$ cat src/rtl/mmio_timer_pkg.sv
// mmio_timer shared definitions: register map,
// bit positions and default window base.
package mmio_timer_pkg;

  localparam logic [15:0] BASE_DEFAULT = 16'hFF00;

  localparam logic [2:0] OFF_CTRL   = 3'd0;
  localparam logic [2:0] OFF_PRESC  = 3'd1;
  localparam logic [2:0] OFF_CMPL   = 3'd2;
  localparam logic [2:0] OFF_CMPH   = 3'd3;
  localparam logic [2:0] OFF_SNAPL  = 3'd4;
  localparam logic [2:0] OFF_SNAPH  = 3'd5;
  localparam logic [2:0] OFF_CMD    = 3'd6;
  localparam logic [2:0] OFF_STATUS = 3'd7;

  localparam int CTRL_EN     = 0;
  localparam int CTRL_AUTO   = 1;
  localparam int CTRL_IRQ_EN = 2;

  localparam int CMD_SNAP = 0;
  localparam int CMD_CLR  = 1;

  localparam int ST_MATCH = 0;
  localparam int ST_OVF   = 1;

endpackage

$ cat src/rtl/timer_prescaler.sv
// Prescaler for mmio_timer: emits one tick
// every PRESC+1 enabled cycles.
module timer_prescaler (
  input  logic       clk,
  input  logic       reset,
  input  logic       en,
  input  logic       clr,
  input  logic [7:0] presc,
  output logic       tick
);

  logic [7:0] pc;

  assign tick = en & (pc == presc);

  always_ff @(posedge clk) begin
    if (reset || clr) begin
      pc <= 8'd0;
    end else if (tick) begin
      pc <= 8'd0;
    end else if (en) begin
      pc <= pc + 8'd1;
    end
  end

endmodule

$ cat src/rtl/mmio_timer.sv
// Memory-mapped 16-bit timer with prescaler,
// compare match, snapshot and W1C status.
module mmio_timer
  import mmio_timer_pkg::*;
#(
  parameter logic [15:0] BASE = BASE_DEFAULT
) (
  input  logic        clk,
  input  logic        reset,
  input  logic        we,
  input  logic [15:0] address,
  input  logic [7:0]  writedata,
  output logic [7:0]  readdata,
  output logic        sel,
  output logic        irq
);

  logic [2:0]  ctrl;
  logic [7:0]  presc;
  logic [7:0]  cmpl;
  logic [7:0]  cmph;
  logic [7:0]  snapl;
  logic [7:0]  snaph;
  logic [1:0]  status;
  logic [15:0] count;

  logic [2:0] off;
  logic       wr;
  logic       wr_ctrl;
  logic       wr_cmd;
  logic       wr_status;
  logic       ctrl_off;
  logic       cmd_clr;
  logic       cmd_snap;
  logic       psc_clr;
  logic       tick;
  logic       tk;
  logic       hit;
  logic       set_match;
  logic       set_ovf;
  logic [1:0] w1c;
  logic [1:0] hw_set;

  assign sel       = (address[15:3] == BASE[15:3]);
  assign off       = address[2:0];
  assign wr        = we & sel;
  assign wr_ctrl   = wr & (off == OFF_CTRL);
  assign wr_cmd    = wr & (off == OFF_CMD);
  assign wr_status = wr & (off == OFF_STATUS);

  assign ctrl_off = wr_ctrl & ~writedata[CTRL_EN];
  assign cmd_clr  = wr_cmd & writedata[CMD_CLR];
  assign cmd_snap = wr_cmd & writedata[CMD_SNAP];
  assign psc_clr  = cmd_clr | ctrl_off;

  timer_prescaler u_psc (
    .clk   (clk),
    .reset (reset),
    .en    (ctrl[CTRL_EN]),
    .clr   (psc_clr),
    .presc (presc),
    .tick  (tick)
  );

  // A clear or a disabling CTRL write freezes count on that edge.
  assign tk        = tick & ~psc_clr;
  assign hit       = (count == {cmph, cmpl});
  assign set_match = tk & hit;
  assign set_ovf   = tk & ~hit & (count == 16'hFFFF);
  assign w1c       = wr_status ? writedata[1:0] : 2'b00;

  always_comb begin
    hw_set           = 2'b00;
    hw_set[ST_MATCH] = set_match;
    hw_set[ST_OVF]   = set_ovf;
  end

  assign irq = ctrl[CTRL_IRQ_EN] & (|status);

  always_comb begin
    readdata = 8'h00;
    unique case (1'b1)
      sel && off == OFF_CTRL:   readdata = {5'b0, ctrl};
      sel && off == OFF_PRESC:  readdata = presc;
      sel && off == OFF_CMPL:   readdata = cmpl;
      sel && off == OFF_CMPH:   readdata = cmph;
      sel && off == OFF_SNAPL:  readdata = snapl;
      sel && off == OFF_SNAPH:  readdata = snaph;
      sel && off == OFF_STATUS: readdata = {6'b0, status};
      default:                  readdata = 8'h00;
    endcase
  end

  always_ff @(posedge clk) begin
    if (reset) begin
      ctrl   <= 3'd0;
      presc  <= 8'd0;
      cmpl   <= 8'd0;
      cmph   <= 8'd0;
      snapl  <= 8'd0;
      snaph  <= 8'd0;
      status <= 2'd0;
      count  <= 16'd0;
    end else begin
      if (wr_ctrl) begin
        ctrl <= writedata[2:0];
      end else if (set_match && !ctrl[CTRL_AUTO]) begin
        ctrl[CTRL_EN] <= 1'b0;
      end
      if (wr && off == OFF_PRESC) presc <= writedata;
      if (wr && off == OFF_CMPL)  cmpl  <= writedata;
      if (wr && off == OFF_CMPH)  cmph  <= writedata;
      if (cmd_snap) begin
        snapl <= count[7:0];
        snaph <= count[15:8];
      end
      if (cmd_clr) begin
        count <= 16'd0;
      end else if (tk) begin
        if (!hit) begin
          count <= count + 16'd1;
        end else if (ctrl[CTRL_AUTO]) begin
          count <= 16'd0;
        end
      end
      status <= (status & ~w1c) | hw_set;
    end
  end

endmodule

$ cat config.mk
export PLATFORM = sky130hd
export DESIGN_NAME = mmio_timer
export DESIGN_NICKNAME = d
export VERILOG_FILES = /design/src/rtl/mmio_timer_pkg.sv /design/src/rtl/timer_prescaler.sv /design/src/rtl/mmio_timer.sv
export SDC_FILE = /design/constraint.sdc
export NUM_CORES = 1
export LEC_CHECK = 0
export CAP_MARGIN = 40
export CORE_UTILIZATION = 30
export DETAILED_ROUTE_END_ITERATION = 12
export PLACE_DENSITY = 0.5
export SYNTH_ARGS = -nofsm -noshare
export SYNTH_HDL_FRONTEND = slang
export SYNTH_HIERARCHICAL = 1
export SYNTH_SLANG_ARGS = --single-unit
$ cat constraint.sdc
create_clock -name clk -period 3.2 [get_ports clk]
set_input_delay 0.64 -clock clk [delete_from_list [all_inputs] [get_ports clk]]
set_output_delay 0.64 -clock clk [all_outputs]
set_load 0.01 [all_outputs]
==> summary.txt <==
Setup path
  • Crit path kind: in2out
  • Critical path fanouts, max: 5
  • Startpoint types: primary input
  • CP peak stage delay: approximately 0.40 ns
  • Cell repeated most along the worst path: buf_4
  • Worst setup EP type: output port
  • CP required: roughly 2.6 ns
  • WP data arrival: 2.39 ns
  • Worst R2R Start: u_psc/pc[3]$_SDFFE_PP0P_
  • CP Launch Point: address[5]
  • CP cell instances: clkdlybuf4s50_1 > nand4b_1 > nor4_4 > buf_4 > buf_4 > nand2_2 > o221ai_1 > buf_2
  • Worst path slowest cell: clkdlybuf4s50_1

STA
  • Final setup fails: 0
  • Max Slew Vio Count: 0
  • RSZ-0062 raised after global routing: false
  • Tmin final: 3.03 ns
  • Worst Max-Slew Pin Slew: between 0.5 and 0.6 ns
  • Tcrit/Tclk final: a little over nine tenths
  • Slew margin rel.: 60.0%
  • Max Freq: 0.330 GHz
  • Final Skew: 0.00559 ns
  • Setup WS post-layout: 0.169 ns
  • Hold slack: 0.452 ns
  • Final Hold Viols: 0

Worst hold path
  • Hold Crit Start: snapl[1]$_SDFFE_PP0P_
  • Tightest Hold Check Type: reg2reg

Synth
  • Post-synth cell types: 52
  • Synthesized instance count: 436
  • Synth Area in Compound Gates: 17.8%
  • Synth Flop Type: dfxtp_1
  • Number of flops mapped to enable cells by yosys: 0
  • Most frequent cell after synthesis: nand2_1
  • Sequential cell area fraction in the yosys report: 38.0%
  • Top post-synthesis cells by area: dfxtp_1, nand2_1, xor2_1
  • Largest area contributor in the synthesized netlist: dfxtp_1
  • Synth top area share: 38.0%
  • Mux cell area share after synthesis: approximately 4.4%
  • Post-Synth XOR/XNOR Area: 8.92%
  • Simple-gate share of the synthesized area: 26.4%
  • Post-synthesis adder-cell area fraction: 0.688%
  • Syn_nets: 465
  • FF+latch count, synth: 69
  • Post-synthesis average cell area: 8.34 µm²
  • Synth cell count leaders: nand2_1, dfxtp_1, a21oi_1
  • Dominant combinational cell family by area after synthesis: simple AND/OR/NAND/NOR gates
  • Yosys warns: 6
  • Mapped cell area: 3630 µm²
  • Post-synth ARST share: 0%

Placed design
  • PortBufs: 36
  • RD Place Congestion: 0.805
  • Detailed placement HPWL: 8050 µm
  • Dpl cells: 622
  • Place WS: -0.577 ns
  • Placed Instance Area: around 4300 µm²

Detailed routing
  • Drt wl/cell: 17.0 µm
  • Via density: 5.22
  • Residual DRC: 1
  • Vias post-DR: 3,340
  • DR pass1 iterations: 8
  • WL final: 10,900 µm
  • DRT iter0 DRCs: 229
  • Remaining antenna violation count: 0

Layout
  • Share of cells above drive strength 1: 20.1%
  • Final Non-Filler Cells: 640
  • Register area: 1380 µm²
  • Fin area: 4650 µm²
  • Fill count: 1,181
  • ANT cells: 0
  • Multi-input gate area: 2140 µm²
  • Final #Nets: 521
  • Synthesis-to-finish area growth: 27.9%

Run status
  • Status: complete, but fails checks
  • Failing checks: design-rule violations

Clock tree
  • Clk Latency, worst-skew pair: 0.33 ns
  • H-tree depth: 3
  • Clk buf depth: 2
  • Clk sink count: 69
  • CTS tree: done
  • Clock Pin Slew Worst Setup and Hold Paths: 0.06 ns
  • CTS root buffer: clkbuf_16
  • Post-CTS Hold Buffers: 0
  • Cts bufs inserted: 9

GRT
  • Pin count of the biggest net entering global routing: 48
  • Grt ovf: 0
  • GR Util met1: about a quarter
  • Met2 usage: a little under a third
  • Initial antenna violation count: 0
  • Met3 Track Usage GR: ~2.6%
  • GR peak layer: met2
  • Vias in the first global route: 3,332
  • Total track usage: 18.4%
  • First-pass GRT wire length: 17,700 µm

Power and ir drop
  • Pwr dens: ~420 nW/µm²
  • Lkg Pwr: 1.75 nW
  • Total power: 0.00197 W
  • Worst VDD drop: slightly above 0.2 mV

Die
  • Die height: 112 µm
  • IO Count: 37
  • Die Wd: 112 µm
  • # rows: 39
  • Die ar.: 12,600 µm²
  • Initial Util: a little under a third
  • Core footprint: ~12,000 µm²

Run
  • MaxCap Viol Count: 0
==> cell usage in the layout (no fill, tap or decap), drive strengths merged, types with 10 or more instances in the layout <==
cell type / instances
xor2: 25
nand3: 20
a22oi: 10
nor2: 28
a21oi: 48
clkdlybuf4s50: 22
dfxtp: 69
nand2: 89
xnor2: 12
clkbuf: 11
buf: 44
==> registers in the layout (all words and copies together), names as in the netlist <==
register and count:
count 16, cmph 8, cmpl 8, presc 8
snaph 8, snapl 8, u_psc/pc 8, ctrl 3
status 2
==> layer usage <==
| metal | up-vias | part of all wire (%) |
|---|---|---|
| met5 | - | 0 |
| met4 | 0 | 1.4 |
| met3 | 6 | 4.8 |
| met2 | 74 | 48 |
| met1 | 1617 | 46 |
| li1 | 1643 | - |
==> critical path: cells and delay by family <==
| family | cells | cell delay [ns] |
|---|---|---|
| buf+inv | 4 | 0.89 |
| simple gates | 3 | 0.66 |
| compound gates | 1 | 0.21 |
==> through the flow <==
step | TNS, ns | util (%)
final | 0 | 40.0
after global routing | 0 | 40.0
after CTS | 0 | 39.9
after detailed placement | -4.10 | 37.2
after global placement | -3.79 | 37.2
after floorplan | 0 | -
==> final cells by class <==
type	instances	area share (%)
multi-input combinational	338	46.1
sequential	69	29.7
timing repair buffer	73	13.7
clock buffer	11	5.22
tap	143	3.85
clock inverter	5	1.27
inverter	1	0.0808
==> where the power goes <==
group | internal [W] | switching, W
Clock | 0.000626 | 0.000379
Combinational | 0.0000546 | 0.0000546
Sequential | 0.000859 | 0.00000000344
==> logic make-up (layout without fill, tap and decap cells) <==
| family | after synthesis | after routing |
|---|---|---|
| AOI/OAI and AO/OA | 92 | 92 |
| xor gates and xnor gates | 37 | 37 |
| adders and majority gates | 2 | 2 |
| buffers and inverters | 29 | 90 |
| DFF | 69 | 69 |
| muxes | 12 | 12 |
| and+or+nand+nor | 195 | 195 |
==> worst paths after layout <==
kind | endpoint | slack [ns] | cells after the start
min reg2reg | snapl[1]$_SDFFE_PP0P_ | 0.45 | 2
max | readdata[5] | 0.17 | 8
max reg2reg | count[15]$_SDFFE_PP0P_ | 0.63 | 7
min | snapl[1]$_SDFFE_PP0P_ | 0.45 | 2
==> timing repair <==
item | CTS | global route
pin swaps | 4 | 4
setup endpoints to repair | 9 | 7
gates resized for setup | 33 | 8
buffers inserted | 1 | 1
(Power assumes the default switching activity.)
